==> src/rtl/ifu_pkg.sv <==
// Shared widths and fill-engine state encoding for the instruction fetch unit.
// The line-fill address is formed as {tag, word index, byte offset within word}.
package ifu_pkg;

    localparam int ADDR_WIDTH     = 32;
    localparam int LINE_WIDTH     = 128;
    localparam int OFFSET_WIDTH   = $clog2(LINE_WIDTH / 8);
    localparam int TAG_WIDTH      = ADDR_WIDTH - OFFSET_WIDTH;
    localparam int WORD_WIDTH     = 32;
    localparam int WORDS_PER_LINE = LINE_WIDTH / WORD_WIDTH;
    localparam int WORD_IDX_WIDTH = $clog2(WORDS_PER_LINE);
    localparam int CNT_WIDTH      = WORD_IDX_WIDTH + 1;

    typedef enum logic [1:0] {
        FILL_IDLE,
        FILL_REQ,
        FILL_WAIT,
        FILL_DELIVER
    } fill_state_t;

    function automatic logic [ADDR_WIDTH-1:0] word_addr(
        input logic [TAG_WIDTH-1:0] tag,
        input logic [CNT_WIDTH-1:0] idx
    );
        return {tag, idx[WORD_IDX_WIDTH-1:0], 2'b00};
    endfunction

endpackage

==> src/rtl/ifu_fill_watchdog.sv <==
// Idle-progress watchdog for the line-fill engine: counts active cycles without
// progress and raises a single-cycle expire when the limit is reached.
module ifu_fill_watchdog #(
    parameter int unsigned TIMEOUT_CYCLES = 256
) (
    input  logic clk,
    input  logic rst_n,
    input  logic active,
    input  logic clear,
    output logic expire
);

    localparam int CW = $clog2(TIMEOUT_CYCLES + 1);

    logic [CW-1:0] count;

    always_ff @(posedge clk or negedge rst_n) begin
        if (!rst_n) begin
            count <= '0;
        end else if (!active || clear) begin
            count <= '0;
        end else begin
            count <= count + CW'(1);
        end
    end

    assign expire = active && !clear && (count == CW'(TIMEOUT_CYCLES - 1));

endmodule

==> src/rtl/ifu_line_fill.sv <==
// Line-fill engine: fetches one cache line word by word from instruction memory
// and returns it as a tagged single-cycle pulse. Watchdog: IFU_LINE_FILL_TIMEOUT_EN.
module ifu_line_fill
    import ifu_pkg::*;
#(
    parameter int unsigned TIMEOUT_CYCLES = 256
) (
    input  logic                  Clock,
    input  logic                  Rst,
    input  logic [TAG_WIDTH-1:0]  cache_reqTagIn,
    input  logic                  cache_reqTagValidIn,
    output logic [TAG_WIDTH-1:0]  cache_rspTagOut,
    output logic [LINE_WIDTH-1:0] cache_rspInsLineOut,
    output logic                  cache_rspInsLineValidOut,
    output logic [ADDR_WIDTH-1:0] imem_reqAddrOut,
    output logic                  imem_reqValidOut,
    input  logic                  imem_reqReadyIn,
    input  logic [WORD_WIDTH-1:0] imem_rspDataIn,
    input  logic                  imem_rspValidIn,
    output logic                  busyOut,
    output logic                  errorOut
);

    fill_state_t           state;
    logic [TAG_WIDTH-1:0]  fill_tag;
    logic [CNT_WIDTH-1:0]  tx_cnt;
    logic [CNT_WIDTH-1:0]  rx_cnt;
    logic [LINE_WIDTH-1:0] line_buf;
    logic [LINE_WIDTH-1:0] line_merged;

    logic filling;
    logic req_fire;
    logic rsp_take;
    logic tx_last;
    logic rx_last;
    logic timeout_hit;

    assign filling  = (state == FILL_REQ) || (state == FILL_WAIT);
    assign req_fire = (state == FILL_REQ) && imem_reqValidOut && imem_reqReadyIn;
    assign rsp_take = filling && imem_rspValidIn && (rx_cnt < CNT_WIDTH'(WORDS_PER_LINE));
    assign tx_last  = req_fire && (tx_cnt == CNT_WIDTH'(WORDS_PER_LINE - 1));
    assign rx_last  = rsp_take && (rx_cnt == CNT_WIDTH'(WORDS_PER_LINE - 1));

    // Line as it will look once this cycle's response word is written in.
    always_comb begin
        line_merged = line_buf;
        line_merged[rx_cnt[WORD_IDX_WIDTH-1:0]*WORD_WIDTH +: WORD_WIDTH] = imem_rspDataIn;
    end

`ifdef IFU_LINE_FILL_TIMEOUT_EN
    ifu_fill_watchdog #(
        .TIMEOUT_CYCLES (TIMEOUT_CYCLES)
    ) u_watchdog (
        .clk    (Clock),
        .rst_n  (Rst),
        .active (filling),
        .clear  (req_fire || rsp_take),
        .expire (timeout_hit)
    );
`else
    assign timeout_hit = 1'b0;
`endif

    always_ff @(posedge Clock or negedge Rst) begin
        if (!Rst) begin
            state                    <= FILL_IDLE;
            fill_tag                 <= '0;
            tx_cnt                   <= '0;
            rx_cnt                   <= '0;
            line_buf                 <= '0;
            cache_rspTagOut          <= '0;
            cache_rspInsLineOut      <= '0;
            cache_rspInsLineValidOut <= 1'b0;
            imem_reqAddrOut          <= '0;
            imem_reqValidOut         <= 1'b0;
            busyOut                  <= 1'b0;
            errorOut                 <= 1'b0;
        end else begin
            cache_rspInsLineValidOut <= 1'b0;
            errorOut                 <= 1'b0;
            case (state)
                FILL_IDLE: begin
                    busyOut <= 1'b0;
                    if (cache_reqTagValidIn) begin
                        fill_tag         <= cache_reqTagIn;
                        tx_cnt           <= '0;
                        rx_cnt           <= '0;
                        line_buf         <= '0;
                        imem_reqAddrOut  <= word_addr(cache_reqTagIn, '0);
                        imem_reqValidOut <= 1'b1;
                        busyOut          <= 1'b1;
                        state            <= FILL_REQ;
                    end
                end
                FILL_REQ, FILL_WAIT: begin
                    if (req_fire) begin
                        tx_cnt          <= tx_cnt + CNT_WIDTH'(1);
                        imem_reqAddrOut <= word_addr(fill_tag, tx_cnt + CNT_WIDTH'(1));
                        if (tx_last) begin
                            imem_reqValidOut <= 1'b0;
                        end
                    end
                    if (rsp_take) begin
                        line_buf <= line_merged;
                        rx_cnt   <= rx_cnt + CNT_WIDTH'(1);
                    end
                    // Abort wins over completion; the two cannot coincide since
                    // an accepted response clears the watchdog.
                    if (timeout_hit) begin
                        imem_reqValidOut <= 1'b0;
                        busyOut          <= 1'b0;
                        errorOut         <= 1'b1;
                        state            <= FILL_IDLE;
                    end else if (rx_last) begin
                        imem_reqValidOut         <= 1'b0;
                        cache_rspTagOut          <= fill_tag;
                        cache_rspInsLineOut      <= line_merged;
                        cache_rspInsLineValidOut <= 1'b1;
                        state                    <= FILL_DELIVER;
                    end else if (tx_last) begin
                        state <= FILL_WAIT;
                    end
                end
                FILL_DELIVER: begin
                    busyOut <= 1'b0;
                    state   <= FILL_IDLE;
                end
                default: begin
                    busyOut <= 1'b0;
                    state   <= FILL_IDLE;
                end
            endcase
        end
    end

endmodule

==> config.mk <==
export PLATFORM = sky130hd
export DESIGN_NAME = ifu_line_fill
export DESIGN_NICKNAME = d
export VERILOG_FILES = /design/src/rtl/ifu_pkg.sv /design/src/rtl/ifu_fill_watchdog.sv /design/src/rtl/ifu_line_fill.sv
export SDC_FILE = /design/constraint.sdc
export NUM_CORES = 1
export LEC_CHECK = 0
export ABC_AREA = 1
export BUFFER_PORTS_ARGS = -buffer_cell sky130_fd_sc_hd__buf_2
export CAP_MARGIN = 20
export CORE_UTILIZATION = 45
export CTS_CLUSTER_DIAMETER = 30
export DETAILED_ROUTE_END_ITERATION = 8
export PLACE_DENSITY = 0.66
export SETUP_SLACK_MARGIN = 0.4
export SYNTH_ARGS = -nofsm -noshare
export SYNTH_HDL_FRONTEND = slang
export SYNTH_SLANG_ARGS = --single-unit
==> constraint.sdc <==
create_clock -name Clock -period 4.3 [get_ports Clock]
set_clock_uncertainty 0.1 [all_clocks]
set_input_delay 0.86 -clock Clock [delete_from_list [all_inputs] [get_ports Clock]]
set_output_delay 0.86 -clock Clock [all_outputs]
set_load 0.005 [all_outputs]
==> run metrics, run 1 <==
initial antenna violation count=4; max-slew violations=0; all-layer global routing usage=25.3%; Seq cells post-synth=351; Core Box Area=0.0336 mm²; total I/O pin count=257; Leak Pwr=10.6 nW; H-tree depth=3; port bufs=253; fin util=58.1%; final setup fails=0; Net Switching=4.91 mW; Clock Latency Late Sink=0.58 ns; CP Data Required Time=4.71 ns; final instance area=0.0195 mm²; Seq pwr share=31.9%; Post-synth EDFFs=0; asr flop ratio synth=100%; Critical Path AT=3.29 ns; clock power share=40.8%; final wirelength=43800 µm; Finished Layout Cells=2687; share of cells above drive strength 1=18.4%; vias=13500; Iteration-0 DRC Markers=1085; Post-synth top cells=984 x nand2_1, 351 x dfrtp_1, 224 x o21ai_0; RSZ-0062 raised after global routing=no; internal power=8.90 mW; Placed Cells=2554; pin count of the biggest net entering global routing=192; Post-CTS Setup Bufs=0; sw frac=35.5%; synthesized instance count=1949; first-pass GRT wire length=70700 µm; hold buffers post-CTS=0; Synth Area in Compound Gates=8.78%; Area Growth Syn to Fin=26.7%; Post-Syn Area=0.0154 mm²; wire length per cell=16.3 µm; Seq/Total Area, Yosys=56.9%; gpl congestion=0.837; Final Cycle Share=67.0%; crit start category=flip-flop; Die Ht=187 µm; post-DP HPWL=27900 µm; vias per cell=5.03; Worst Setup Path Type=reg2reg; Synth area leader=dfrtp_1; prevailing post-synth register cell=dfrtp_1; vias in the first global route=13100; Slew Limit Headroom=32.7%; DRC=0; Post-Synth XOR/XNOR Area=0%; P per Cell Area=707 mW/mm²; Syn. warnings=0; DRT Pass-1 Iters=7; die area=0.0350 mm²; Reg2Reg Depth=10; row cnt=67; CP endpoint kind=flip-flop; TritonCTS clock tree=done; Clock Tree Buf Depth=3; setup TNS=0 ns; CTS root buf=clkbuf_16; Die X=187 µm; syn avg cell area=7.92 µm²; PostCTS Resize Cnt=0; Post-Synth Adder-Cell Area=0.892%; Clock transition at path regs=0.05 ns; count leader, synth=nand2_1; CTS Buf Count=74; worst-path fanout max=52; Max Fclk=0.347 GHz; dpl cell area=0.0170 mm²; logic gate share of total power=27.3%; total grt overflow=0; Synth Area in Simple Gates=26.4%; antenna-violating nets left=0; outcome=finished clean; worst-margin pin slew=1.00 ns; fill count=3057; max_cap viols=0; Hold Path Class=in2async; endpoints failing hold=0; Clock Sinks=351; fin nets=2258; area fraction of the dominant cell type after synthesis=56.9%; post-synthesis mux area share=0%; synth unique cells=23; worst vdd ir=0.000474 V; Tmin final=2.88 ns; Initial Util=45.9%; Synth area leaders=dfrtp_1 57%, nand2_1 24%, o21ai_0 7.3%, inv_1 3.3%, nand3_1 2.2%; largest family of logic cells by synthesized area=simple AND/OR/NAND/NOR gates
-- logic make-up after synthesis --
logic type | after synthesis
AOI/OAI and AO/OA | 260
other | 1
and+or+nand+nor | 1061
DFF | 351
adders and majority gates | 11
buffers and inverters | 265
-- worst max-delay path: stages (launching register included) --
cell	delay [ns]
dfrtp_1	0.37
inv_1	0.07
ha_2	0.66
nand2_1	0.12
nor2_2	0.21
o211ai_2	0.10
buf_4	0.28
inv_2	0.10
buf_4	0.48
nand2_1	0.18
nand2_1	0.12
-- area by class of cell --
class / instances / area (µm²) / area share [%]
sequential: 351 / 8780 / 44.9
tap: 448 / 561 / 2.87
antenna: 1 / 2.50 / 0.0128
inverter: 142 / 536 / 2.74
multi-input combinational: 1335 / 5590 / 28.6
clock inverter: 37 / 428 / 2.19
clock buffer: 95 / 2080 / 10.7
timing repair buffer: 278 / 1560 / 7.98
-- flip-flops by register name (all words and copies together) (netlist names) --
signal / flops
cache_rspInsLineValidOut: 1
cache_rspTagOut: 28
tx_cnt: 3
rx_cnt: 3
cache_rspInsLineOut: 128
fill_tag: 28
line_buf: 128
imem_reqValidOut: 1
state: 2
busyOut: 1
imem_reqAddrOut: 28
-- per-stage QoR --
step | worst slack (ns) | power (mW) | hold slack, ns
after detailed placement | 1.44 | 8.18 | 0.359
after global placement | 1.50 | 8.09 | 0.359
final | 1.42 | 13.8 | 0.240
after global routing | 1.18 | 14.6 | 0.276
after CTS | 1.42 | 13.9 | 0.276
after floorplan | 2.11 | 6.85 | 0.349
-- layout by cell type, fill, tap and decap left out, drive strengths merged, types with 2 or more instances in the layout --
cell	n
buf	278
dfrtp	351
bufinv	6
o21ai	226
clkbuf	95
o22ai	32
nand3	67
clkinvlp	7
inv	147
nor2	7
nand2	984
nand4	2
clkinv	19
conb	3
ha	11
-- per-layer routing --
layer / track usage [%] / vias up / part of all wire (%)
met5: 0 / - / 0.078
met4: 9.87 / 6 / 3.2
met3: 7.95 / 98 / 9.5
met2: 36.9 / 521 / 44
met1: 35.0 / 6354 / 44
li1: - / 6536 / -
-- power by group through the flow --
stage	Combinational, mW	Clock, mW	Sequential (mW)
2_1_floorplan	2.46	0	4.39
3_3_place_gp	3.68	0	4.41
3_5_place_dp	3.76	0	4.42
4_1_cts	3.77	5.70	4.40
5_1_grt	4.27	5.88	4.48
6_report	3.77	5.64	4.40
-- path summary, 6_finish.rpt --
check                                         from                       end  slack [ns]
max in group asynchronous                      Rst  cache_rspInsLineOut[116]        2.88
max reg2reg                               state[1]              line_buf[71]        1.42
min reg2reg                cache_rspInsLineOut[85]   cache_rspInsLineOut[85]        0.37
min in group Clock         cache_rspInsLineOut[85]   cache_rspInsLineOut[85]        0.37
min                                            Rst   cache_rspInsLineOut[83]        0.24
max                                       state[1]              line_buf[71]        1.42
(Power assumes the default switching activity.)
==> run 2: changes to the inputs <==
--- a/config.mk
+++ b/config.mk
@@ -11,7 +11,7 @@
 export CORE_UTILIZATION = 45
 export CTS_CLUSTER_DIAMETER = 30
 export DETAILED_ROUTE_END_ITERATION = 8
-export PLACE_DENSITY = 0.66
+export PLACE_DENSITY = 0.69
 export SETUP_SLACK_MARGIN = 0.4
 export SYNTH_ARGS = -nofsm -noshare
 export SYNTH_HDL_FRONTEND = slang
==> constraint.sdc (replaced) <==
create_clock -name Clock -period 2.5 [get_ports Clock]
set_clock_uncertainty 0.1 [all_clocks]
set_input_delay 0.5 -clock Clock [delete_from_list [all_inputs] [get_ports Clock]]
set_output_delay 0.5 -clock Clock [all_outputs]
set_load 0.005 [all_outputs]
==> run 2 against run 1 <==
Final area up 3.9%. Highest routed layer unchanged. Largest cell class unchanged. Via count up 5.1%. Global-route usage up 1.6 points. Register-to-register slack worse by 0.96 ns. Setup slack worse by 0.96 ns. Critical path depth down 2. Cell count up 1.2%. Clock power up 88%. Non-clock buffer count up 22. Sequential cell count unchanged.
==> run metrics, run 2 (synthesized netlist as in run 1, its figures left out) <==
outcome=finished clean; final worst slack=0.463 ns; post-placement setup slack=0.175 ns; Hold Path Class=in2reg; worst-margin pin slew=0.571 ns; max-slew violations=0; first-pass GRT wire length=74800 µm; r2r startpoint=rx_cnt[0]; P per Cell Area=1260 mW/mm²; endpoints failing hold=0; most frequent cells in the layout=984 x nand2_1, 350 x dfrtp_1, 252 x buf_2; Tmin final=2.04 ns; Core Box Area=0.0336 mm²; final setup fails=0; CP Data Required Time=2.86 ns; vias per cell=5.22; vias in the first global route=13700; Setup crit end=cache_rspInsLineOut[26]; CP dominant cell by count=ha_1; total grt overflow=0; fin nets=2285; RSZ-0062 raised after global routing=yes; most common cell after layout, fill and taps aside=nand2_1; Setup crit start=rx_cnt[0]; wl on met1=19300 µm; CP peak stage delay=0.45 ns; Max Fclk=0.491 GHz; Critical Path AT=2.40 ns; DRT Pass-1 Iters=8; routed wl met2=21900 µm; DRC=0; port bufs=253; Die X=187 µm; Tot Pwr=25.5 mW; max_cap viols=0; share of cells above drive strength 1=19.8%; Leak Pwr=11.0 nW; worst reg2reg setup slack=0.46 ns; Clock Sinks=351; Placed Cells=2563; critical path's slowest cell=dfrtp_2; total I/O pin count=257; worst vdd ir=0.000789 V; gpl congestion=0.844; Reg2Reg Depth=8; Critical R2R Capture=cache_rspInsLineOut[26]; TritonCTS clock tree=done; all-layer global routing usage=26.8%; top sig layer=met5; H-tree depth=3; die area=0.0350 mm²; # diodes=0; final instance area=0.0203 mm²; Area Growth Syn to Fin=31.6%; vias=14200; Final Cycle Share=81.5%; Regs by FF count=cache_rspInsLineOut: 128 flops, line_buf: 128 flops; Iteration-0 DRC Markers=1252; Finished Layout Cells=2720; metal3 WL=5310 µm; Clock transition at path regs=0.05 ns; initial antenna violation count=3; Clock Tree Buf Depth=3; Slew Limit Headroom=61.9%; CP endpoint kind=flip-flop; worst-path fanout max=27; WHS=0.109 ns; Die Ht=187 µm; CTS root buf=clkbuf_16; wire length per cell=17.7 µm; worst path cell trace=ha_1 -> ha_1 -> nand4_1 -> buf_4 -> buf_12 -> clkbuf_16 -> nand2_1 -> o21ai_0; row cnt=67; CTS Buf Count=76; dpl cell area=0.0171 mm²; antenna-violating nets left=0; post-DP HPWL=28300 µm; Worst Setup Path Type=reg2reg; Initial Util=45.9%; final wirelength=48200 µm; crit start category=flip-flop; setup TNS=0 ns; pin count of the biggest net entering global routing=92; fin util=60.4%; fill count=2905; Clock Latency Late Sink=0.58 ns
run 2: cell types whose count changed in the layout (fill, tap and decap cells not counted), sizes merged:
| cell | change |
|---|---|
| bufinv | +8 |
| clkbuf | +9 |
| clkinv | +2 |
| dlygate4sd3 | +1 |
| diode | -1 |
| o21ai | +1 |
| clkinvlp | -2 |
| buf | +15 |
run 2: how the worst min path moves through the flow:
| stage | slack [ns] | startpoint | to | cells after the start |
|---|---|---|---|---|
| 2_1_floorplan | 0.10 | Rst | busyOut | 0 |
| 3_3_place_gp | 0.28 | Rst | cache_rspInsLineOut[88] | 1 |
| 3_5_place_dp | 0.28 | Rst | cache_rspInsLineOut[88] | 1 |
| 4_1_cts | 0.08 | cache_reqTagIn[6] | fill_tag[6] | 3 |
| 5_1_grt | 0.12 | cache_reqTagIn[5] | fill_tag[5] | 3 |
| 6_report | 0.11 | cache_reqTagIn[5] | fill_tag[5] | 3 |
run 2: layout make-up:
type | instances | area, µm² | area share (%)
flip-flops and latches | 351 | 8780 | 43.3
multi-input cells | 1336 | 5650 | 27.8
clock buffers | 98 | 2130 | 10.5
repair buffers | 300 | 1990 | 9.81
clock inverters | 43 | 598 | 2.95
inverters | 142 | 572 | 2.82
well taps | 448 | 561 | 2.76
repair inverters | 2 | 17.5 | 0.0863
run 2: worst max-delay path: cells and delay by family (launching register included):
family | cells | cell delay [ns]
buffers and inverters | 3 | 0.66
flip-flops | 1 | 0.45
adder cells (fa/ha/maj) | 2 | 0.45
AO/OA/AOI/OAI | 1 | 0.09
AND/OR/NAND/NOR | 2 | 0.17
run 2: repair_timing:
action                                  in CTS  in global routing
hold endpoints to repair                    26                  0
gates resized for setup                     17                 29
pin swaps                                    2                  1
gates cloned                                 4                  7
buffers inserted                             2                  2
endpoints found under the setup margin     317                316
hold buffers                                 1                  0
run 2: power by group:
group | leakage, nW | switching, mW | internal [mW]
clock network | 1.33 | 3.24 | 7.34
logic | 4.83 | 4.93 | 2.42
registers | 4.80 | 0.737 | 6.87
total | 11.0 | 8.91 | 16.6
run 2: metal layers:
layer	track usage (%)	vias to the layer above
met5	0	-
li1	-	6591
met3	8.18	114
met2	41.0	719
met4	11.0	4
met1	35.6	6773
==> run 3: changes to the inputs <==
--- a/config.mk
+++ b/config.mk
@@ -11,7 +11,7 @@
 export CORE_UTILIZATION = 45
 export CTS_CLUSTER_DIAMETER = 30
 export DETAILED_ROUTE_END_ITERATION = 8
-export PLACE_DENSITY = 0.69
+export PLACE_DENSITY = 0.66
 export SETUP_SLACK_MARGIN = 0.4
 export SYNTH_ARGS = -nofsm -noshare
 export SYNTH_HDL_FRONTEND = slang
==> constraint.sdc (replaced) <==
create_clock -name Clock -period 2 [get_ports Clock]
set_clock_uncertainty 0.1 [all_clocks]
set_input_delay 0.4 -clock Clock [delete_from_list [all_inputs] [get_ports Clock]]
set_output_delay 0.4 -clock Clock [all_outputs]
set_load 0.005 [all_outputs]
==> run 3 against run 2 <==
Final area increased by 17%. Total power increased by 49%. Combinational power rose by 120%. Global-route usage up 1.1 points. Register-to-register slack lost 0.38 ns. Utilization increased by 10 points. Sequential share of layout area is 6.2 points lower. Sequential power up 26%. Highest routed layer unchanged.
==> run metrics, run 3 (synthesized netlist as in run 1, its figures left out) <==
outcome=finished clean; clock power share=31.7%; DRT Pass-1 Iters=5; vias=15600; CP Data Required Time=2.40 ns; pin count of the biggest net entering global routing=57; max_cap viols=0; total grt overflow=0; most common cell after layout, fill and taps aside=nand2_1; Area Growth Syn to Fin=53.6%; total I/O pin count=257; post-DP HPWL=29600 µm; die area=0.0350 mm²; Leak Pwr=12.5 nW; Top delay family on crit path=simple AND/OR/NAND/NOR gates; Clock Tree Buf Depth=3; internal power=23.5 mW; setup TNS=0 ns; Initial Util=45.9%; endpoints failing hold=0; gpl congestion=0.828; WHS=0.00738 ns; worst vdd ir=0.000985 V; Critical Path AT=2.32 ns; final setup fails=0; P per Cell Area=1610 mW/mm²; antenna-violating nets left=0; Clock transition at path regs=0.05 ns; CP peak stage delay=0.43 ns; Final Cycle Share=95.9%; max-slew violations=0; logic gate share of total power=43.3%; final wirelength=58800 µm; Die Ht=187 µm; fin nets=2404; Iteration-0 DRC Markers=1441; Seq pwr share=25.1%; TritonCTS clock tree=done; Clock Latency Late Sink=0.57 ns; CTS Buf Count=72; Worst Setup Path Type=reg2reg; fill count=2391; row cnt=67; Tmin final=1.92 ns; all-layer global routing usage=28.0%; RSZ-0062 raised after global routing=yes; vias per cell=5.49; crit start category=flip-flop; Die X=187 µm; sw frac=38.2%; Clock Sinks=351; Core Box Area=0.0336 mm²; CP endpoint kind=flip-flop; Hold Path Class=in2reg; Net Switching=14.5 mW; initial antenna violation count=3; most frequent cells in the layout=844 x nand2_1, 349 x dfrtp_1, 245 x buf_2; worst path cell trace=inv_4 -> ha_4 -> inv_4 -> nor2_4 -> nand2_4 -> buf_12 -> o21ai_4 -> nand2_1 -> nand2_1; critical path's slowest cell=dfrtp_2; Max Fclk=0.521 GHz; Regs by FF count=cache_rspInsLineOut: 128 flops, line_buf: 128 flops; share of cells above drive strength 1=36.0%; worst-path fanout max=8; H-tree depth=3; DRC=0; port bufs=253; wire length per cell=20.8 µm; CTS root buf=clkbuf_16; vias in the first global route=14100; CP bufs+invs=3; first-pass GRT wire length=77400 µm
run 3: changes by cell type in the layout (fill, tap and decap cells not counted), moves of 44 or more:
cell     before  now
nand3_1      66   20
nand3_2       1   46
buf_4        17   61
o21ai_1       8   93
nand2_4       0   44
nand2_2       0   96
o21ai_0     216   67
nand2_1     984  844
run 3: final cells by class:
class                           count  area [µm²]  area share [%]
Antenna cell                        2        5.00          0.0211
Clock buffer                       89        1990            8.39
Clock inverter                     39         457            1.93
Inverter                          142         573            2.42
Multi-Input combinational cell   1335        7150            30.2
Sequential cell                   351        8790            37.1
Tap cell                          448         561            2.37
Timing Repair Buffer              426        4180            17.6
run 3: worst paths after layout:
path / cells after the start / slack, ns / endpoint / from
worst min-delay path: 3 / 0.007 / fill_tag[11] / cache_reqTagIn[11]
min in group asynchronous: 2 / 0.25 / cache_rspInsLineOut[83] / Rst
worst min register to register: 2 / 0.37 / cache_rspInsLineOut[40] / cache_rspInsLineOut[40]
worst max-delay path: 9 / 0.08 / line_buf[93] / rx_cnt[1]
worst max register to register: 9 / 0.08 / line_buf[93] / rx_cnt[1]
max in group asynchronous: 3 / 0.80 / cache_rspInsLineOut[12] / Rst
run 3: metrics by stage:
step | cells | power [mW] | utilization, % | setup slack (ns) | cell area [µm²]
floorplan | 1951 | 15.9 | - | 0.194 | 16200
global placement | 2580 | 18.8 | 53.6 | 0.0554 | 18000
detailed placement | 2580 | 18.9 | 53.6 | 0.0132 | 18000
CTS | 2739 | 32.3 | 63.0 | 0.169 | 21200
global route | 2831 | 39.5 | 70.5 | 0.0346 | 23700
finish | 2832 | 38.1 | 70.5 | 0.0823 | 23700
run 3: worst min-delay path, stage by stage:
cell,delay [ns]
buf_2,0.09
inv_1,0.05
o21ai_0,0.07
run 3: timing repair:
item / CTS / global route
gates cloned: 11 / 51
setup buffers: 19 / 40
endpoints found under the hold margin: 35 / 0
hold buffers: 1 / 0
pin swaps: 7 / 89
setup endpoints to repair: 338 / 404
resized for setup: 56 / 314
run 3: layer usage:
metal	share of wire, %	global-route usage, %	wire length (µm)
met5	0.022	0	13
met3	10	7.22	6120
met4	5.0	11.2	2950
met1	38	36.8	22300
met2	47	44.2	27400
run 3: power groups by stage:
stage,logic (mW),registers [mW],clock network (mW)
after floorplan,6.42,9.45,0
after global placement,9.31,9.47,0
after detailed placement,9.44,9.51,0
after CTS,10.8,9.46,12.0
after global routing,17.3,9.69,12.5
final,16.5,9.54,12.0
